[config.mk]
export PLATFORM = sky130hd
export DESIGN_NAME = button_debounce
export DESIGN_NICKNAME = d
export VERILOG_FILES = /design/src/rtl/teachee_input_pkg.sv /design/src/rtl/input_synchronizer.sv /design/src/rtl/button_debounce.sv
export SDC_FILE = /design/constraint.sdc
export NUM_CORES = 1
export LEC_CHECK = 0
export ABC_AREA = 1
export CORE_AREA = 2 2 97 99
export CTS_BUF_LIST = sky130_fd_sc_hd__clkbuf_8 sky130_fd_sc_hd__clkbuf_16
export DETAILED_ROUTE_END_ITERATION = 8
export DIE_AREA = 0 0 99 101
export PLACE_DENSITY = 0.52
export SETUP_SLACK_MARGIN = 0.15
export SLEW_MARGIN = 20
export SYNTH_ARGS = -nofsm -noshare
export SYNTH_HDL_FRONTEND = slang
export SYNTH_HIERARCHICAL = 1
export SYNTH_SLANG_ARGS = --single-unit
[constraint.sdc]
create_clock -name sys_clk -period 2.37 [get_ports sys_clk]
set_clock_uncertainty 0.1 [all_clocks]
set_input_delay 0.711 -clock sys_clk [delete_from_list [all_inputs] [get_ports sys_clk]]
set_output_delay 0.711 -clock sys_clk [all_outputs]
set_load 0.01 [all_outputs]
[src/rtl/teachee_input_pkg.sv]
// Shared types and 100 MHz sys_clk defaults for TeachEE board input
// conditioning (debounce FSM states, synchronizer depth, timing constants).
package teachee_input_pkg;

    typedef enum logic [1:0] {
        RELEASED,
        PRESS_CHECK,
        PRESSED,
        RELEASE_CHECK
    } debounce_state_t;

    localparam int unsigned SYS_CLK_HZ                = 100_000_000;
    localparam int unsigned DEFAULT_SYNC_STAGES       = 2;
    localparam int unsigned DEFAULT_DEBOUNCE_CYCLES   = SYS_CLK_HZ / 100;
    localparam int unsigned DEFAULT_LONG_PRESS_CYCLES = SYS_CLK_HZ;

endpackage

[src/rtl/input_synchronizer.sv]
// Flop chain that brings an asynchronous board pin into the sys_clk domain;
// every stage resets to RESET_VAL so no spurious edge follows reset.
module input_synchronizer
    import teachee_input_pkg::*;
#(
    parameter int unsigned STAGES    = DEFAULT_SYNC_STAGES,
    parameter logic        RESET_VAL = 1'b0
) (
    input  logic clk,
    input  logic reset,
    input  logic d,
    output logic q
);

    logic [STAGES-1:0] sync_q;
    logic [STAGES-1:0] sync_d;

    always_comb begin
        sync_d    = sync_q << 1;
        sync_d[0] = d;
    end

    always_ff @(posedge clk) begin
        if (reset) begin
            sync_q <= {STAGES{RESET_VAL}};
        end else begin
            sync_q <= sync_d;
        end
    end

    assign q = sync_q[STAGES-1];

endmodule

[src/rtl/button_debounce.sv]
// Pushbutton conditioner: synchronizes the raw pin, filters bounce with a
// stability counter and emits a clean level plus press/release/long pulses.
module button_debounce
    import teachee_input_pkg::*;
#(
    parameter int unsigned DEBOUNCE_CYCLES   = DEFAULT_DEBOUNCE_CYCLES,
    parameter int unsigned LONG_PRESS_CYCLES = DEFAULT_LONG_PRESS_CYCLES,
    parameter bit          ACTIVE_LOW        = 1'b0
) (
    input  logic sys_clk,
    input  logic reset,
    input  logic button_raw,
    output logic button_level,
    output logic press_pulse,
    output logic release_pulse,
    output logic long_press_pulse
);

    localparam int STAB_W = $clog2(DEBOUNCE_CYCLES + 1);
    localparam int HOLD_W = $clog2(LONG_PRESS_CYCLES + 1);

    localparam logic [STAB_W-1:0] STAB_LAST = STAB_W'(DEBOUNCE_CYCLES - 1);
    localparam logic [HOLD_W-1:0] HOLD_MAX  = HOLD_W'(LONG_PRESS_CYCLES);
    localparam logic [HOLD_W-1:0] HOLD_PRE  = HOLD_W'(LONG_PRESS_CYCLES - 1);

    logic raw_sync;
    logic btn_sync;

    debounce_state_t   state_q, state_d;
    logic [STAB_W-1:0] stab_cnt_q, stab_cnt_d;
    logic [HOLD_W-1:0] hold_cnt_q, hold_cnt_d;
    logic              level_q, level_d;
    logic              press_q, press_d;
    logic              release_q, release_d;
    logic              long_q, long_d;
    logic              held_now;
    logic              held_next;

    // Synchronizer resets to the raw released level for either polarity.
    input_synchronizer #(
        .STAGES   (DEFAULT_SYNC_STAGES),
        .RESET_VAL(ACTIVE_LOW)
    ) u_sync (
        .clk  (sys_clk),
        .reset(reset),
        .d    (button_raw),
        .q    (raw_sync)
    );

    assign btn_sync = raw_sync ^ ACTIVE_LOW;

    always_comb begin
        state_d    = state_q;
        stab_cnt_d = stab_cnt_q;
        hold_cnt_d = hold_cnt_q;
        press_d    = 1'b0;
        release_d  = 1'b0;

        held_now = (state_q == PRESSED) || (state_q == RELEASE_CHECK);
        if (held_now && (hold_cnt_q != HOLD_MAX)) begin
            hold_cnt_d = hold_cnt_q + 1'b1;
        end

        unique case (state_q)
            RELEASED: begin
                if (btn_sync) begin
                    state_d    = PRESS_CHECK;
                    stab_cnt_d = '0;
                end
            end
            PRESS_CHECK: begin
                if (!btn_sync) begin
                    state_d    = RELEASED;
                    stab_cnt_d = '0;
                end else if (stab_cnt_q == STAB_LAST) begin
                    state_d    = PRESSED;
                    stab_cnt_d = '0;
                    hold_cnt_d = '0;
                    press_d    = 1'b1;
                end else begin
                    stab_cnt_d = stab_cnt_q + 1'b1;
                end
            end
            PRESSED: begin
                if (!btn_sync) begin
                    state_d    = RELEASE_CHECK;
                    stab_cnt_d = '0;
                end
            end
            RELEASE_CHECK: begin
                if (btn_sync) begin
                    state_d    = PRESSED;
                    stab_cnt_d = '0;
                end else if (stab_cnt_q == STAB_LAST) begin
                    state_d    = RELEASED;
                    stab_cnt_d = '0;
                    release_d  = 1'b1;
                end else begin
                    stab_cnt_d = stab_cnt_q + 1'b1;
                end
            end
            default: begin
                state_d    = RELEASED;
                stab_cnt_d = '0;
                hold_cnt_d = '0;
            end
        endcase

        held_next = (state_d == PRESSED) || (state_d == RELEASE_CHECK);
        level_d   = held_next;
        // Suppressed on the release edge so pulses stay mutually exclusive.
        long_d    = held_now && held_next && (hold_cnt_q == HOLD_PRE);
    end

    always_ff @(posedge sys_clk) begin
        if (reset) begin
            state_q    <= RELEASED;
            stab_cnt_q <= '0;
            hold_cnt_q <= '0;
            level_q    <= 1'b0;
            press_q    <= 1'b0;
            release_q  <= 1'b0;
            long_q     <= 1'b0;
        end else begin
            state_q    <= state_d;
            stab_cnt_q <= stab_cnt_d;
            hold_cnt_q <= hold_cnt_d;
            level_q    <= level_d;
            press_q    <= press_d;
            release_q  <= release_d;
            long_q     <= long_d;
        end
    end

    assign button_level     = level_q;
    assign press_pulse      = press_q;
    assign release_pulse    = release_q;
    assign long_press_pulse = long_q;

endmodule
After elaboration in Yosys (flattened, before gate mapping)

Index checks and enable logic that the tools add are counted.

Add/sub/neg operators: 2
Equal/unequal tests: 10
Mux-type cells: 18
Bitwise operators: 3
Reduce and logical (&&, ||, !) cells: 9

Operator list:

| kind                                                                    | number |
|---|---|
| 27-bit two-way mux                                                      | 4 |
| 20-bit two-way mux                                                      | 5 |
| 20-bit case mux with 4 select lines                                     | 1 |
| 27-bit by 1-bit adder with 27-bit output, second input constant         | 1 |
| 27-bit equality test, second input constant                             | 1 |
| 27-bit inequality test, second input constant                           | 1 |
| 20-bit by 1-bit adder with 20-bit output, second input constant         | 1 |
| 20-bit equality test, second input constant                             | 1 |
| 2-bit two-way mux                                                       | 6 |
| 2-bit equality test, second input constant                              | 4 |
| 2-bit case mux with 4 select lines                                      | 1 |
| 3-bit OR reduction                                                      | 2 |
| 1-bit logical AND                                                       | 3 |
| 1-bit NOT                                                               | 3 |
| 2-bit by 1-bit equality test with 1-bit output, second input constant   | 1 |
| 2-bit logical NOT                                                       | 1 |
| 1-bit logical OR                                                        | 2 |
| 2-bit by 1-bit inequality test with 1-bit output, second input constant | 1 |
| 2-bit inequality test, second input constant                            | 1 |
| 2-bit AND reduction                                                     | 1 |
| 1-bit two-way mux                                                       | 1 |

Bits in registers: 55
Input port bits: 3
Output and inout port bits: 4
Logic and storage cells: 50

Longest topological paths before layout

Depth in word-level cells: 8
Mapped depth: 11
Depth with buffers taken out: 11

Modules after synthesis

Netlist, hierarchy kept.

Modules (own cells, without submodules):

| module             | instances | cells an instance | area an instance (µm²) | seq. area each (µm²) |
|---|---|---|---|---|
| button_debounce    | 1         | 576               | 3,410.8                | 1,041.0 |
| input_synchronizer | 1         | 6                 | 55.1                   | 40.0 |

Worst setup path before layout

Ideal clock, no wire load.

Kind: register to register
Start point: reg hold_cnt_q[0]
End point: reg hold_cnt_q[22]
Setup time: 64 ps
Data arrival time: 1,473 ps
Data required time: 2,206 ps
Setup slack: 733 ps
Stages on the path, launching flop included: 10
Buffers on the path: 0
Period minus slack after synthesis: 1,637 ps
Cell sequence: dfxtp_1 > ha_1 > nand3_1 > nor2_1 > nand3_1 > nor2_1 > nand3_1 > nand2_1 > nand2_1 > nor2_1

Cells in the longest elaborated chain, start to end: 6
Elaborated cells on any way between the ends: 7
Classes of those cells: 1 x add/sub; 1 x eq/ne; 4 x mux; 1 x reduce/logical

Ends and longest elaborated chain:

| item                                                                             | line                   | source |
|---|---|---|
| start, declared                                                                  | button_debounce.sv:31  | `logic [HOLD_W-1:0] hold_cnt_q, hold_cnt_d;` |
| start signal, assigned                                                           | button_debounce.sv:127 | `hold_cnt_q <= hold_cnt_d;` |
| branches (longest 2 deep; another with 27-bit by 1-bit adder with 27-bit output) | --                     |  |
| 27-bit two-way mux *                                                             | button_debounce.sv:60  | `if (held_now && (hold_cnt_q != HOLD_MAX)) begin` |
| 27-bit two-way mux                                                               | button_debounce.sv:75  | `end else if (stab_cnt_q == STAB_LAST) begin` |
| 27-bit two-way mux                                                               | button_debounce.sv:72  | `if (!btn_sync) begin` |
| 27-bit two-way mux *                                                             | button_debounce.sv:64  | `unique case (state_q)` |

Mark *: on every way between the ends.
A chain may end at the register's enable or synchronous reset.

==> results.yml <==
sta:
  max-slew-margin-rel_pct: 76.2
  tightest_slew_ns: 0.356
  setup-tns-final_ns: 0
  fin_crit_sh_pct: 87.6
  rsz0062_at_grt: "no"
  hold_violations: 0
  slew_violations: 0
  maxClockFrequency_mhz: 482
  finalSetupViolCount: 0
  fin_crit_ns: 2.08
final_layout:
  layout.nets: 598
  area_delta_synth_final_pct: 8.27
  final_cell_mix: "190 x nand2_1, 96 x nor2_1, 72 x inv_1"
  mostFrequentLayoutCell: "nand2_1"
  layout-drive-gt1-share_pct: 6.41
  n_antenna_cell: 0
  fill_cells: 1009
  regArea_um2: 1080
  multiInputGateArea_um2: 2010
  fin_util_pct: 41.8
yosys:
  synth_fa_ha_area_share_pct: 1.08
  synth_mux_area_share_pct: 0
  synth.distinct_cells: 27
  yosys_register_bits: 54
  synth_compound_area_share_pct: 6.46
  syn_avg_cell_area_um2: 5.96
  yosysSeqAreaShare_pct: 31.2
  synthCells: 582
  synth_top_family_by_area: "simple AND/OR/NAND/NOR gates"
  yosys_warnings: 6
  mappedNetlistArea_um2: 3470
  syn_nets: 588
  synth-simple-area-share_pct: 49.3
  synth_xor_area_share_pct: 1.01
flow_run:
  cap_violations: 0
pwr:
  seq_power_share_pct: 55.8
  p_leak_nw: 1.38
  swShare_pct: 23.8
  intPower_w: 0.00124
  p_clk_share_pct: 41.1
  power_density_nw_per_um2: 435
  power.net_switching_w: 0.000388
  pwr-share-comb_pct: 3.0
  ir_drop_mv: 0.224
hold_path:
  hp-start: "u_sync/sync_q[0]$_SDFF_PP0_"
  hold_path_end: "u_sync/sync_q[1]$_SDFF_PP0_"
  hold_depth: 2
  worstHoldPathType: "reg -> reg"
critical_path:
  crit_type: "reg -> out"
  path_depth: 1
  crit_buf_inv: 1
  cp_slowest_cell: "clkdlybuf4s50_1"
  r2r_cells: 8
  r2r_end: "stab_cnt_q[7]$_SDFFE_PP0P_"
  path_max_fanout: 6
  r2r_start: "state_q[1]$_SDFF_PP0_"
  critPathLaunchType: "register"
  arrival_ns: 1.26
  critPathTopFamily: "buffers and inverters"
  slowest_delay_ns: 0.55
  worstSetupEndpointType: "primary output"
  worstPathRequired_ns: 1.56
  path_cells: "clkdlybuf4s50_1"
  reg2reg_slack_ns: 0.49
drt:
  drtPass1Iterations: 4
  antenna_left: 0
  viasPerCell: 4.95
  vias: 3484
  wl_per_cell_um: 12.8
  drc_errors: 0
  drt-total-wl_mm: 9.05
  first_iter_violations: 139
place:
  gp_congestion: 0.872
  port_buffers: 6
  dp_hpwl_mm: 6.81
global_route:
  overflow: 0
  grt_use_total_pct: 18.8
  grt_antenna_before_repair: 0
  grt_pass1_wl_mm: 15.3
  grt_max_degree: 28
  use_met3_pct: 2.36
  use_met2_pct: 34.7
  grt_util_met1_pct: 22.3
  top_usage_layer: "met2"
  first_global_vias: 3396
clock_tree:
  worst_skew_pair.late_latency_ns: 0.32
  cts_max_path_buffers: 2
  cts.sinks: 54
  path_clk_slew_ns: 0.11
  cts_tree: "built"
  hold_buffers: 0
  cts-resized-gates: 0
  cts_buffers: 5
  postCtsSetupBuffers: 0
  htreeDepth: 2
  ctsRootBufferMaster: "clkbuf_8"
floorplan:
  die_area_um2: 10000
  fp.dieH_um: 101
  die_x_um: 99
  core-area_um2: 8980
  std_cell_rows: 35
  io-pin-count: 7
  initial_core_util_pct: 38.6
run_status:
  status: "finished clean"
[synthesized netlist by cell type (all sizes together)]
| cell | count | share of area [%] |
|---|---|---|
| a31oi | 1 | 0.18 |
| ha | 3 | 1.1 |
| nand4 | 25 | 4.5 |
| xor2 | 4 | 1.0 |
| or2 | 1 | 0.18 |
| nor2 | 104 | 12 |
| inv | 73 | 7.9 |
| a21oi | 32 | 4.6 |
| nand2 | 198 | 22 |
| dfxtp | 54 | 31 |
| o21ai | 4 | 0.58 |
| nand3b | 2 | 0.43 |
| o211ai | 1 | 0.22 |
| o21bai | 4 | 0.87 |
| nand3 | 52 | 7.9 |
| buf | 12 | 2.9 |
| nor3 | 11 | 1.6 |
| clkbuf | 1 | 0.11 |
[cell families after synthesis]
| logic type | count (synthesis) |
|---|---|
| flops | 54 |
| compound gates | 42 |
| buf+inv | 86 |
| fa+ha+maj | 3 |
| xor+xnor | 4 |
| simple gates | 393 |
[registers in the layout, indices dropped and copies added (netlist names)]
name / count
hold_cnt_q: 27
stab_cnt_q: 20
state_q: 2
u_sync/sync_q: 2
long_press_pulse: 1
press_pulse: 1
release_pulse: 1
[power groups by stage]
stage          clock [W]  sequential, W  combinational [W]
3_3_place_gp           0       0.000932          0.0000508
2_1_floorplan          0       0.000931          0.0000348
6_report        0.000671       0.000911          0.0000495
5_1_grt         0.000720       0.000911          0.0000545
3_5_place_dp           0       0.000932          0.0000504
4_1_cts         0.000691       0.000911          0.0000505
[metal layers]
layer | vias to the layer above | wire length [um]
met3 | 19 | 203
met5 | - | 0
met4 | 0 | 276
li1 | 1859 | -
met2 | 47 | 4390
met1 | 1559 | 4170
[area by class of cell]
type,count,share of cell area [%]
multi-input combinational,442,53.5
inverter,73,7.30
clock inverter,3,1.27
timing repair buffer,16,3.60
tap,111,3.70
clock buffer,5,1.83
sequential,54,28.8
[worst max-delay path by stage]
| stage | start | to | slack [ns] |
|---|---|---|---|
| after floorplan | hold_cnt_q[0]$_SDFF_PP0_ | hold_cnt_q[22]$_SDFF_PP0_ | 0.73 |
| after global placement | reset | hold_cnt_q[16]$_SDFF_PP0_ | 0.31 |
| after detailed placement | reset | hold_cnt_q[15]$_SDFF_PP0_ | 0.27 |
| after CTS | state_q[1]$_SDFF_PP0_ | button_level | 0.18 |
| after global routing | state_q[1]$_SDFF_PP0_ | button_level | 0.24 |
| final | state_q[1]$_SDFF_PP0_ | button_level | 0.29 |
[through the flow]
stage	cells	hold WS, ns	cell area (um2)	total power, W	worst slack, ns
final	704	0.309	3750	0.00163	0.294
after floorplan	582	0.288	3470	0.000966	0.733
after detailed placement	696	0.293	3630	0.000982	0.272
after global routing	704	0.353	3750	0.00169	0.241
after CTS	704	0.311	3750	0.00165	0.183
after global placement	696	0.292	3630	0.000982	0.307
Power figures use the tool's default switching activity.
